**config.mk**
```make
export PLATFORM = sky130hd
export DESIGN_NAME = carry_decrement_subtractor
export DESIGN_NICKNAME = d
export VERILOG_FILES = /design/src/rtl/sub_pkg.sv /design/src/rtl/ripple_subtractor.sv /design/src/rtl/carry_decrement_subtractor.sv
export SDC_FILE = /design/constraint.sdc
export NUM_CORES = 1
export LEC_CHECK = 0
export BUFFER_PORTS_ARGS = -buffer_cell sky130_fd_sc_hd__buf_2
export CAP_MARGIN = 20
export CORE_ASPECT_RATIO = 2
export CORE_MARGIN = 2
export CORE_UTILIZATION = 30
export DETAILED_ROUTE_END_ITERATION = 6
export GPL_TIMING_DRIVEN = 0
export PLACE_DENSITY = 0.53
export SYNTH_ARGS = -nofsm -noshare
export SYNTH_HDL_FRONTEND = slang
export SYNTH_SLANG_ARGS = --single-unit
```
**constraint.sdc**
```tcl
create_clock -name clk -period 8.2 [get_ports clk]
set_clock_uncertainty 0.2 [all_clocks]
set_input_delay 0.41 -clock clk [delete_from_list [all_inputs] [get_ports clk]]
set_output_delay 0.41 -clock clk [all_outputs]
set_load 0.03 [all_outputs]
```
**src/rtl/sub_pkg.sv**
```systemverilog
// Shared constants and result type for the subtract datapath and its harnesses.
package sub_pkg;
  localparam int unsigned DEF_WIDTH = 32;
  localparam int unsigned DEF_SPLIT = 16;
  localparam int unsigned HIGH_W    = DEF_WIDTH - DEF_SPLIT;

  typedef struct packed {
    logic [DEF_WIDTH-1:0] diff;
    logic                 bout;
    logic                 of;
  } sub_result_t;
endpackage

```
**src/rtl/ripple_subtractor.sv**
```systemverilog
// Combinational N-bit ripple-borrow subtractor: diff = a - b - bin.
module ripple_subtractor #(
  parameter int unsigned N = 16
) (
  input  logic [N-1:0] a,
  input  logic [N-1:0] b,
  input  logic         bin,
  output logic [N-1:0] diff,
  output logic         bout
);
  logic [N:0] br;

  always_comb begin
    br    = '0;
    br[0] = bin;
    diff  = '0;
    for (int unsigned i = 0; i < N; i++) begin
      diff[i]  = a[i] ^ b[i] ^ br[i];
      br[i+1]  = (~a[i] & b[i]) | (~(a[i] ^ b[i]) & br[i]);
    end
    bout = br[N];
  end
endmodule

```
**src/rtl/carry_decrement_subtractor.sv**
```systemverilog
// Two-stage valid/ready subtractor; the high half is computed with borrow-in 0 and
// fixed up by a decrement chain in stage 2 when the low half borrows.
module carry_decrement_subtractor
  import sub_pkg::*;
#(
  parameter int unsigned WIDTH = DEF_WIDTH,
  parameter int unsigned SPLIT = DEF_SPLIT
) (
  input  logic             clk,
  input  logic             rst,
  input  logic             in_valid,
  output logic             in_ready,
  input  logic [WIDTH-1:0] a,
  input  logic [WIDTH-1:0] b,
  input  logic             bin,
  output logic             out_valid,
  input  logic             out_ready,
  output logic [WIDTH-1:0] diff,
  output logic             bout,
  output logic             of
);
  localparam int unsigned HI_W = WIDTH - SPLIT;

  logic [SPLIT-1:0] low_diff;
  logic             low_borrow;
  logic [HI_W-1:0]  hi_raw;
  logic             hi_borrow;

  ripple_subtractor #(.N(SPLIT)) u_low (
    .a(a[SPLIT-1:0]), .b(b[SPLIT-1:0]), .bin(bin), .diff(low_diff), .bout(low_borrow)
  );

  ripple_subtractor #(.N(HI_W)) u_high (
    .a(a[WIDTH-1:SPLIT]), .b(b[WIDTH-1:SPLIT]), .bin(1'b0), .diff(hi_raw), .bout(hi_borrow)
  );

  logic             s1_valid;
  logic [SPLIT-1:0] s1_low;
  logic             s1_bl;
  logic [HI_W-1:0]  s1_t;
  logic             s1_bh;
  logic             s1_am;
  logic             s1_bm;
  logic             s2_valid;

  logic             s1_en;
  logic             s2_en;

  assign s2_en     = ~s2_valid | out_ready;
  assign s1_en     = ~s1_valid | s2_en;
  assign in_ready  = s1_en;
  assign out_valid = s2_valid;

  // Decrement chain: bit i flips while the low borrow is still propagating through zeros
  logic [HI_W-1:0]  hi_fix;
  logic             run;
  logic [WIDTH-1:0] fix_diff;
  logic             fix_bout;
  logic             fix_of;

  always_comb begin
    run    = s1_bl;
    hi_fix = '0;
    for (int unsigned i = 0; i < HI_W; i++) begin
      hi_fix[i] = s1_t[i] ^ run;
      run       = run & ~s1_t[i];
    end
    fix_bout = s1_bh | run;
    fix_diff = {hi_fix, s1_low};
    fix_of   = (s1_am ^ s1_bm) & (s1_am ^ hi_fix[HI_W-1]);
  end

  always_ff @(posedge clk) begin
    if (rst) begin
      s1_valid <= 1'b0;
      s1_low   <= '0;
      s1_bl    <= 1'b0;
      s1_t     <= '0;
      s1_bh    <= 1'b0;
      s1_am    <= 1'b0;
      s1_bm    <= 1'b0;
      s2_valid <= 1'b0;
      diff     <= '0;
      bout     <= 1'b0;
      of       <= 1'b0;
    end else begin
      if (s1_en) begin
        s1_valid <= in_valid;
        s1_low   <= low_diff;
        s1_bl    <= low_borrow;
        s1_t     <= hi_raw;
        s1_bh    <= hi_borrow;
        s1_am    <= a[WIDTH-1];
        s1_bm    <= b[WIDTH-1];
      end
      if (s2_en) begin
        s2_valid <= s1_valid;
        diff     <= fix_diff;
        bout     <= fix_bout;
        of       <= fix_of;
      end
    end
  end
endmodule
```
==> run_results.csv <==
group,metric,value,unit
cells_and_area,multi_input_area,1850,um^2
timing,period_minus_slack,7.06,ns
power,p_comb_frac,0.191,
hold_path,hold_class,"in -> reg",
placed_design,io_buffers,103,
route,dr.pass1.iters,4,
placed_design,place_area,4340,um^2
cells_and_area,final_core_util,0.387,
global_routing,grt_antenna_before_repair,0,
die,io_pins,105,
synth,synthMuxAreaShare,0,
cells_and_area,fillers,1281,
timing,clock.fmax,0.142,GHz
route,vias_per_cell,4.37,
clocking,root_buffer,"clkbuf_16",
critical_path,cp_num_buf_inv,4,
power,internal-power,0.722,mW
cells_and_area,n_antenna_cell,0,
clocking,cts_hold_buf,0,
critical_path,crit_path_start_kind,"input pin",
power,power_frac_seq,0.412,
cells_and_area,num-nets-final,603,
timing,finalSetupViolCount,0,
synth,ys_ff_latch,72,
synth,syn_nets,489,
global_routing,grt_max_degree,12,
job,maxCapViolations,0,
clocking,cts_tree,"yes",
critical_path,cp_data_required_time,8.19,ns
route,vias,2788,
cells_and_area,fin_area,4640,um^2
route,drc,0,
global_routing,grt_usage,0.138,
synth,syn_avg_cell_area,9.78,um^2
power,ir_drop,118,uV
timing,setup-tns-final,0,ns
timing,worst_slack,1.14,ns
power,leakage,2.24,nW
synth,synth_xor_area_frac,0,
clocking,clock-sinks,72,
die,die_w,81.9,um
route,detail_route.wirelength,8210,um
clocking,insertion_delay,0.33,ns
synth,yosysWarnings,0,
die,num_rows,57,
synth,ys_seq_area_frac,0.396,
clocking,clkTransAtPathRegs,0.05,ns
critical_path,crit_chain,"buf_2, inv_1, fa_1, inv_1, fa_1, fa_1, fa_1, fa_1, fa_1, fa_1, fa_1, fa_1, fa_1, fa_1, fa_1, fa_1, fa_1, fa_1, inv_1, fa_1, nand2_1, a21oi_1",
timing,slew_headroom,0.497,
status,status,"finished clean",
power,switching_share,0.271,
critical_path,worstPathMaxFanout,1,
cells_and_area,regMostFlops,"diff",
placed_design,dp_hpwl,6440,um
cells_and_area,final_common_cell,"buf_2",
clocking,clockBufferDepth,2,
placed_design,globalplace.congestion,0.730,
critical_path,critPathMaxStageDelay,0.44,ns
synth,syn-cell-area,3640,um^2
synth,synthAdderAreaFrac,0.229,
timing,finalHoldViolCount,0,
global_routing,grt-ovfl-total,0,
clocking,cts_made_buffers,9,
power,power.density,213,nW/um^2
power,total_power,0.989,mW
synth,synthCells,372,
cells_and_area,area_growth,27.5,%
clocking,cts_htree_levels,3,
synth,synthTopCellsByArea,"dfxtp_1 (40%), fa_1 (17%), a211oi_2 (10%), ha_1 (5.8%), inv_1 (5.6%)",
critical_path,setup.worst_path.end_class,"flip-flop",
timing,final_max_slew_viol_count,0,
die,start_util,0.304,
placed_design,place_inst,622,
timing,fin_crit_sh,0.860,
timing,holdWs,0.122,ns
synth,synth-simple-area-share,0.112,
critical_path,arrival,7.05,ns
cells_and_area,fin_cells,638,
cells_and_area,drive_gt1_frac,0.328,
synth,synth_compound_area_frac,0.167,
die,placeableCoreArea,12000,um^2
cells_and_area,largest_registers,"diff: 32 flops, s1_low: 16 flops, s1_t: 16 flops",
global_routing,grt_pass1_wl,13800,um
global_routing,grt_pass1_vias,2825,
route,wl_per_cell,12.9,um
placed_design,dp_slack,0.734,ns
critical_path,critical-path-top-delay-family,"adder cells",
cells_and_area,seq_area,1440,um^2
timing,worst_pin_slew,0.754,ns
synth,synth_largest_area_cell,"dfxtp_1",
synth,yosysTopAreaCellShare,0.396,
power,p_sw,0.268,mW
synth,synthDistinctLibCells,19,
route,drt.antenna.violating_nets,0,
clocking,cts_setup_buffers,0,
die,die_height,160,um
clocking,ctsResizeCount,0,
synth,synth_top_family_by_area,"adder cells",
critical_path,cp_slowest_cell,"fa_1",
critical_path,crit_top_cell,"fa_1",
die,die_area,13100,um^2
route,drt_iter0_drc,70,
timing,rsz0062_at_grt,"no",
power,clkPwrFrac,0.397,
cells_and_area,most-common-layout-cells,"buf_2 (113), dfxtp_1 (72), inv_1 (54)",
cells_and_area,largest_reg_flops,32,
critical_path,critPathKind,"in -> reg",
-- kinds of logic after synthesis --
family,Yosys count
AND/OR/NAND/NOR,104
buffers and inverters,79
flip-flops,72
AO/OA/AOI/OAI,69
adder cells (fa/ha/maj),48
-- layout make-up --
type / instances / share of cell area
multi-input cells: 221 / 0.398
flip-flops and latches: 72 / 0.311
repair buffers: 103 / 0.111
clock buffers: 14 / 0.0569
inverters: 55 / 0.0450
well taps: 147 / 0.0396
plain buffers: 24 / 0.0302
clock inverters: 2 / 0.00809
-- synthesized netlist by cell type, drive strengths merged --
master and n:
nor2 53, a221oi 1, inv 55, nor2b 2
and3b 1, a21oi 22, fa 31, ha 17
nand2 44, nand2b 1, buf 16, clkbuf 8
a211oi 46, nor3 3, dfxtp 72
-- power groups by stage --
stage	Sequential (mW)	Combinational [mW]	Clock, mW
after floorplan	0.444	0.0975	0
after global placement	0.415	0.192	0
after detailed placement	0.415	0.195	0
after CTS	0.408	0.196	0.403
after global routing	0.413	0.216	0.421
final	0.408	0.189	0.392
-- routing by layer --
| layer | track usage | vias up | wire (um) |
|---|---|---|---|
| li1 | - | 1415 | - |
| met1 | 0.184 | 1287 | 3640 |
| met2 | 0.218 | 82 | 4060 |
| met3 | 0.0328 | 4 | 463 |
| met4 | 0.0409 | 0 | 43 |
| met5 | 0 | - | 0 |
-- worst reg2reg max path, delay by kind of cell, from the launching register on --
kind	cells	cell delay, ns
fa+ha+maj	16	3.05
flops	1	0.32
compound gates	1	0.32
simple gates	2	0.14
buf+inv	1	0.04
-- final timing paths --
| check | startpoint | to | slack [ns] | depth (start not counted) |
|---|---|---|---|---|
| max | b[0] | s1_low[15] | 1.14 | 22 |
| min | in_valid | s1_valid | 0.12 | 3 |
| max reg2reg | s1_t[0] | of | 3.98 | 20 |
| min reg2reg | diff[0] | diff[0] | 0.25 | 2 |
No activity file was read; power rests on OpenSTA's default activity.
